## config.mk

```make
export PLATFORM = sky130hd
export DESIGN_NAME = muldiv_unit
export DESIGN_NICKNAME = d
export VERILOG_FILES = /design/src/rtl/muldiv_unit.sv
export SDC_FILE = /design/constraint.sdc
export NUM_CORES = 1
export LEC_CHECK = 0
export CORE_ASPECT_RATIO = 0.9
export CORE_UTILIZATION = 47
export CTS_CLUSTER_SIZE = 24
export DETAILED_ROUTE_END_ITERATION = 10
export DONT_BUFFER_PORTS = 1
export HOLD_SLACK_MARGIN = 0.1
export PLACE_DENSITY_LB_ADDON = 0.2
export SLEW_MARGIN = 10
export SYNTH_ARGS = -nofsm -noshare
export SYNTH_HDL_FRONTEND = slang
export SYNTH_SLANG_ARGS = --single-unit
```

## constraint.sdc

```tcl
create_clock -name clk -period 6.1 [get_ports clk]
set_input_delay 1.22 -clock clk [delete_from_list [all_inputs] [get_ports clk]]
set_output_delay 1.22 -clock clk [all_outputs]
set_load 0.02 [all_outputs]
```

## src/rtl/muldiv_unit.sv

```systemverilog
// Iterative RISC-V M-extension multiply/divide unit: shift-add multiply and restoring divide,
// one bit per cycle, with divide-by-zero and signed-overflow results returned without iterating.
module muldiv_unit #(
  parameter int unsigned XLEN = 32,
  parameter int unsigned TAGW = 5
) (
  input  logic            clk,
  input  logic            reset,
  input  logic            req_valid,
  output logic            req_ready,
  input  logic [2:0]      req_op,
  input  logic [XLEN-1:0] req_a,
  input  logic [XLEN-1:0] req_b,
  input  logic [TAGW-1:0] req_tag,
  input  logic            flush,
  output logic            resp_valid,
  input  logic            resp_ready,
  output logic [XLEN-1:0] resp_data,
  output logic [TAGW-1:0] resp_tag
);

  localparam int unsigned CntW = $clog2(XLEN) + 1;

  typedef enum logic [1:0] {StIdle, StCalc, StDone} state_e;

  state_e              state_q, state_d;
  logic [2:0]          op_q, op_d;
  logic [TAGW-1:0]     tag_q, tag_d;
  logic [XLEN-1:0]     mcand_q, mcand_d;
  logic [2*XLEN-1:0]   acc_q, acc_d;
  logic                neg_q, neg_d;
  logic [CntW-1:0]     cnt_q, cnt_d;
  logic [XLEN-1:0]     res_q, res_d;

  // Request decode: operand magnitudes, result sign and special-case result.
  logic            a_sgn_op, b_sgn_op, a_neg, b_neg, div_zero, div_ovf, special;
  logic [XLEN-1:0] a_mag, b_mag, spec_res;

  always_comb begin
    a_sgn_op = (req_op == 3'b001) || (req_op == 3'b010) || (req_op == 3'b100) ||
               (req_op == 3'b110);
    b_sgn_op = (req_op == 3'b001) || (req_op == 3'b100) || (req_op == 3'b110);
    a_neg    = a_sgn_op & req_a[XLEN-1];
    b_neg    = b_sgn_op & req_b[XLEN-1];
    a_mag    = a_neg ? -req_a : req_a;
    b_mag    = b_neg ? -req_b : req_b;
    div_zero = req_op[2] && (req_b == '0);
    div_ovf  = req_op[2] && !req_op[0] && (req_a == {1'b1, {(XLEN-1){1'b0}}}) &&
               (req_b == '1);
    special  = div_zero || div_ovf;
    if (div_zero) spec_res = req_op[1] ? req_a : '1;
    else          spec_res = req_op[1] ? '0 : req_a;
  end

  // One iteration: acc holds {partial product, multiplier} or {remainder, quotient}.
  logic [XLEN:0]     mul_sum, div_tmp, div_diff;
  logic [2*XLEN-1:0] mul_next, div_next, step, prod_fin;
  logic [XLEN-1:0]   div_sel, div_fin, res_fin;

  always_comb begin
    mul_sum  = {1'b0, acc_q[2*XLEN-1:XLEN]} + (acc_q[0] ? {1'b0, mcand_q} : '0);
    mul_next = {mul_sum, acc_q[XLEN-1:1]};
    div_tmp  = {acc_q[2*XLEN-1:XLEN], acc_q[XLEN-1]};
    div_diff = div_tmp - {1'b0, mcand_q};
    if (!div_diff[XLEN]) div_next = {div_diff[XLEN-1:0], acc_q[XLEN-2:0], 1'b1};
    else                 div_next = {div_tmp[XLEN-1:0], acc_q[XLEN-2:0], 1'b0};
    step     = op_q[2] ? div_next : mul_next;
    prod_fin = neg_q ? -step : step;
    div_sel  = op_q[1] ? step[2*XLEN-1:XLEN] : step[XLEN-1:0];
    div_fin  = neg_q ? -div_sel : div_sel;
    if (op_q[2])              res_fin = div_fin;
    else if (op_q[1:0] == '0) res_fin = prod_fin[XLEN-1:0];
    else                      res_fin = prod_fin[2*XLEN-1:XLEN];
  end

  assign req_ready  = (state_q == StIdle) && !flush && !reset;
  assign resp_valid = (state_q == StDone);
  assign resp_data  = resp_valid ? res_q : '0;
  assign resp_tag   = resp_valid ? tag_q : '0;

  always_comb begin
    state_d = state_q;
    op_d    = op_q;
    tag_d   = tag_q;
    mcand_d = mcand_q;
    acc_d   = acc_q;
    neg_d   = neg_q;
    cnt_d   = cnt_q;
    res_d   = res_q;
    unique case (state_q)
      StIdle: begin
        if (req_valid && req_ready) begin
          op_d    = req_op;
          tag_d   = req_tag;
          mcand_d = b_mag;
          acc_d   = {{XLEN{1'b0}}, a_mag};
          neg_d   = (req_op == 3'b110) ? a_neg : (a_neg ^ b_neg);
          cnt_d   = '0;
          if (special) begin
            res_d   = spec_res;
            state_d = StDone;
          end else begin
            state_d = StCalc;
          end
        end
      end
      StCalc: begin
        acc_d = step;
        cnt_d = cnt_q + 1'b1;
        if (cnt_q == CntW'(XLEN - 1)) begin
          res_d   = res_fin;
          state_d = StDone;
        end
      end
      StDone: begin
        if (resp_ready) state_d = StIdle;
      end
      default: state_d = StIdle;
    endcase
    if (flush) state_d = StIdle;
  end

  always_ff @(posedge clk or posedge reset) begin
    if (reset) begin
      state_q <= StIdle;
      op_q    <= '0;
      tag_q   <= '0;
      mcand_q <= '0;
      acc_q   <= '0;
      neg_q   <= 1'b0;
      cnt_q   <= '0;
      res_q   <= '0;
    end else begin
      state_q <= state_d;
      op_q    <= op_d;
      tag_q   <= tag_d;
      mcand_q <= mcand_d;
      acc_q   <= acc_d;
      neg_q   <= neg_d;
      cnt_q   <= cnt_d;
      res_q   <= res_d;
    end
  end

endmodule

```

; ---- Word-level counts from Yosys, hierarchy flattened
; Index checks and enable logic that the tools add are counted.
[totals]
regBits = 145
inputBits = 77
elab_cells = 87
[classes]
add_sub_neg = 7
n_eq_ne = 15
mux = 30
n_bitwise = 3
reduce_logical = 24
[op_table]
columns = op, count
row1 = $mux 32, 14
row2 = $mux 64, 4
row3 = $pmux 64 s2, 1
row4 = $neg 32->32, 3
row5 = $eq 32x32->1 const B, 2
row6 = $neg 64->64, 1
row7 = $pmux 32 s2, 1
row8 = $add 32x32->33, 1
row9 = $sub 33x32->33, 1
row10 = $logic_not 32->1, 1
row11 = $pmux 6 s2, 1
row12 = $mux 2, 5
row13 = $logic_and 1x1->1, 7
row14 = $add 6x1->6 const B, 1
row15 = $eq 3x3->1 const B, 2
row16 = $eq 6x5->1 const B, 1
row17 = $logic_or 1x1->1, 6
row18 = $mux 6, 1
row19 = $ne 3x2->1 const B, 2
row20 = $pmux 2 s3, 1
row21 = $mux 5, 1
row22 = $logic_not 2->1, 2
row23 = $ne 2x2->1 const B, 2
row24 = $reduce_and 2->1, 2
row25 = 13 further kinds, 16

; ---- Depth between registers and ports, before layout
[logic_depth]
word_depth = 9
depth_mapped = 27
ltp_nobuf = 23

; ---- Worst setup path after synthesis
; Ideal clock, no wire load.
[synth_timing]
path_kind = register -> register
startpoint = register acc_q[31]
endpoint = register res_q[20]
arrival_ns = 5.875
t_required_ns = 5.976
setup_slack_ns = 0.101
path_stages_with_launch = 28
cell_sequence = dfrtp_1 > clkbuf_1 > inv_1 > ha_1 > inv_1 > fa_1 > a211oi_2 > o211ai_1 > and3_1 > o21a_1 > buf_6 > nor3_2 > buf_2 > nor3_1 > nor2_1 > ha_1 > o21ai_0 > or3_1 > clkbuf_1 > a211o_1 > or3_1 > a211oi_2 > nand3b_1 > or3_1 > o31ai_1 > xor2_1 > a221oi_1 > a211o_1
[synth_between]
elab_chain_len = 9
elab_cells_between_ends = 12
cone_classes = add/sub: 3 / mux: 9
[synth_lines]
columns = item, line
row1 = from (decl), 30  ; logic [2*XLEN-1:0] acc_q, acc_d;
row2 = from (signal assigned), 129  ; acc_q <= '0;
row3 = from (signal assigned), 138  ; acc_q <= acc_d;
row4 = $sub 33x32->33, 64  ; div_diff = div_tmp - {1'b0, mcand_q};
row5 = $mux 64, 65  ; if (!div_diff[XLEN]) div_next = {div_diff[XLEN-1:0], acc_q[XLEN-2:0], 1'b1};
row6 = $mux 64 *, 67  ; step = op_q[2] ? div_next : mul_next;
row7 = $neg 64->64 or $mux 32 (tied branches), "68, 69"
row8 = $mux 64 or $neg 32->32 (tied branches), "68, 70"
row9 = $mux 32 (on tied branches), "72, 70"
row10 = $mux 32 *, 71  ; if (op_q[2]) res_fin = div_fin;
row11 = $mux 32 *, 110  ; if (cnt_q == CntW'(XLEN - 1)) begin
row12 = $pmux 32 s2 *, 90  ; unique case (state_q)
row13 = to (signal assigned), 141  ; res_q <= res_d;
row14 = to (decl), 33  ; logic [XLEN-1:0] res_q, res_d;
; Mark *: on every way between the ends. The rest lies on a longest branch, timed or not. The select of a mux whose other input is x is not followed.
; A chain may end at the register's enable or synchronous reset.

; ---- Final worst setup path
; Ends and elaborated chain as after synthesis.

==> flow_summary_export.csv <==
group,metric,value,unit
floorplan,initial_core_util,48.26,%
sta,clock.fmax,169.9,MHz
sta,worst_pin_slew,1.210,ns
placed_design,place_ws,0.02151,ns
power,power.density,581.3,mW/mm^2
synth,yosys-top-cells-area,"dfrtp_1 21%, o21ai_0 6.7%, nand2_1 5.9%",
synth,seq_area_frac_synth,20.55,%
placed_design,portBuffers,0,
route,via_per_inst,6.973,
finish,num-fill-cells,3646,
synth,ys_ff_latch,145,
floorplan,die_width,206.3,um
synth,yosys.area.top_type_share,20.55,%
synth,avgSynthCellArea,7.112,um^2
synth,syn-instance-count,2482,
floorplan,placement_rows,66,
cts,numCtsBuffers,17,
cts,root_buffer,"clkbuf_16",
power,pwr-share-comb,74.7,%
route,antenna_left,0,
sta,finalSetupViolCount,0,
cts,clk_latency,0.47,ns
cts,ctsHoldBuffers,0,
route,drc,0,
floorplan,io_pins,116,
sta,layout_min_cycle_time,5.887,ns
synth,synth_mux_area_share,3.175,%
synth,syn_nets,2631,
sta,final-hold-violation-count,0,
synth,yosysWarnings,0,
synth,synth_edf_count,0,
power,p_leak,7.575,nW
sta,fin_ws,0.2126,ns
setup_path,start_kind,"flop",
synth,synth_fa_ha_area_share,5.812,%
power,power,11.09,mW
power,p_int,4.687,mW
sta,period_share,96.51,%
synth,synthSimpleGateAreaFrac,26.48,%
finish,antenna_cells,0,
worst_hold_path,hp-class,"reg -> reg",
route,dr.pass1.iters,6,
cts,cts.sinks,145,
outcome,status,"finished, final reports clean",
synth,synth_top_family_by_area,"compound AO/OA/AOI/OAI gates",
job,cap_violations,0,
placed_design,place.gp.congestion,1.048,
setup_path,arrival,6.24,ns
sta,fin_skew,0.01576,ns
floorplan,die_y,185.9,um
floorplan,die_area,0.03834,mm^2
synth,synth_xor_xnor_area_share,8.534,%
cts,clk_pin_slew,0.07,ns
setup_path,cp_max_fo,7,
power,switching_share,57.75,%
power,power_frac_seq,15.6,%
global_route,antenna_found_initial,5,
cts,cts_tree,"yes",
setup_path,worst-setup-path-type,"reg -> reg",
sta,relSlewSlack,19.03,%
cts,htree_levels,4,
placed_design,dpl.hpwl,64470,um
global_route,gr-total-overflow,0,
synth,ys.flop_type,"dfrtp_1",
global_route,grt_max_degree,96,
route,vias,20362,
finish,drive_gt1_share,9.779,%
global_route,grt.total_usage,43.35,%
synth,ys_types,94,
sta,slew_violations,0,
finish,finish.utilization,52.16,%
synth,synth_compound_area_share,29.78,%
synth,syn-cell-area,0.01765,mm^2
synth,yosysMostFrequentCell,"nand2_1",
floorplan,coreArea,0.03658,mm^2
route,drtIter0Drc,2832,
synth,ys_async_sr_fraction,100.0,%
synth,synth_commonest_cells,"278 x nand2_1, 236 x o21ai_0, 203 x nor2_1, 201 x a21oi_1, 145 x dfrtp_1",
setup_path,required,6.46,ns
synth,synth_largest_area_cell,"dfrtp_1",
power,p_clk_share,9.8,%
setup_path,end_kind,"flop",
finish,fin_nets,2581,
cts,cts_buffer_depth,2,
global_route,grt_pass1_wl,121600,um
route,wl_per_cell,28.58,um
finish,area_delta_synth_final,8.101,%
power,peakVddDrop,0.3321,mV
route,wirelength,83450,um
global_route,grt_pass1_vias,18548,
power,p_switching,6.407,mW
cell type report:
type	count	area, um^2	share of cell area (%)
Clock inverter	13	137.6	0.7212
Sequential cell	145	3635	19.05
Timing Repair Buffer	113	873.3	4.576
Tap cell	476	595.6	3.121
Multi-Input combinational cell	2082	13130	68.82
Inverter	73	279.0	1.462
Clock buffer	18	429.2	2.249
layout by cell type, fill, tap and decap left out, types with 17 or more instances in the layout:
master,instances
nor2b_1,24
a22oi_1,22
nor4_1,24
buf_4,111
dfrtp_1,142
o211ai_1,28
nand2b_1,20
mux2i_1,29
and2_1,84
a21o_1,19
o31ai_1,41
a21oi_1,201
a31oi_1,34
nor3_1,81
nand3_1,91
nor2_1,199
nand4_1,38
a211oi_1,38
a221oi_1,20
inv_1,69
xor2_1,86
or3_1,22
mux2_2,24
xnor2_1,86
o21ai_0,236
nand2_1,277
clkbuf_16,17
ha_1,69
worst paths after layout:
check / from / to / slack, ns / cells after the start
worst max-delay path: acc_q[31] / res_q[20] / 0.21 / 23
min in group asynchronous: reset / cnt_q[5] / 0.73 / 1
worst max register to register: acc_q[31] / res_q[20] / 0.21 / 23
max in group asynchronous: reset / op_q[2] / 4.12 / 2
worst min register to register: tag_q[2] / tag_q[2] / 0.48 / 2
worst min-delay path: tag_q[2] / tag_q[2] / 0.48 / 2
kinds of logic after synthesis:
logic type / after synthesis
AND/OR/NAND/NOR: 954
adder cells (fa/ha/maj): 83
buffers and inverters: 255
AO/OA/AOI/OAI: 820
XOR/XNOR: 172
multiplexers: 53
flip-flops: 145
registers in the layout (all words and copies together) (netlist names):
register	cells
neg_q	1
mcand_q	32
res_q	32
state_q	2
tag_q	5
acc_q	64
op_q	3
cnt_q	6
metal layers:
| layer | GRT usage (%) | wire length [um] | vias up |
|---|---|---|---|
| li1 | - | - | 8990 |
| met5 | 5.423 | 302 | - |
| met3 | 12.80 | 10700 | 217 |
| met2 | 61.88 | 33980 | 1378 |
| met4 | 15.82 | 3102 | 12 |
| met1 | 60.60 | 35370 | 9765 |
repair_timing:
action | 4_1_cts | 5_1_grt
gates resized for setup | 0 | 13
endpoints found under the hold margin | 0 | 0
setup endpoints to repair | 0 | 10
setup buffers | 0 | 5
per-stage QoR:
stage          hold WS (ns)  std cells  area (um^2)  TNS (ns)
6_report             0.4767       2920        19080         0
3_3_place_gp         0.4526       2884        18420         0
3_5_place_dp         0.4633       2884        18420         0
4_1_cts              0.4797       2915        18980         0
5_1_grt              0.4931       2920        19080  -0.07356
2_1_floorplan        0.4374       2482        17650         0
power by group through the flow:
stage	registers, mW	clock network [mW]	logic, mW
final	1.73	1.08	8.28
after floorplan	1.51	0	5.12
after detailed placement	1.71	0	7.84
after global routing	1.75	1.12	8.69
after CTS	1.70	1.09	7.88
after global placement	1.70	0	7.85
critical path, stage by stage (launching register included):
cell	delay (ns)
dfrtp_1	0.38
inv_1	0.08
ha_1	0.16
inv_1	0.06
fa_2	0.37
a211oi_2	0.31
o211ai_1	0.25
and3_4	0.27
o21a_1	0.20
nor3_2	0.17
nor3_2	0.10
nor2_2	0.19
ha_2	0.22
o21ai_0	0.11
or3_1	0.41
a211o_1	0.28
or3_4	0.38
a211oi_4	0.18
nand3b_1	0.34
or3_4	0.52
o31ai_2	0.24
xor2_1	0.17
a221oi_1	0.10
a211o_1	0.28
Note: power is estimated with default switching activity, not from simulation.
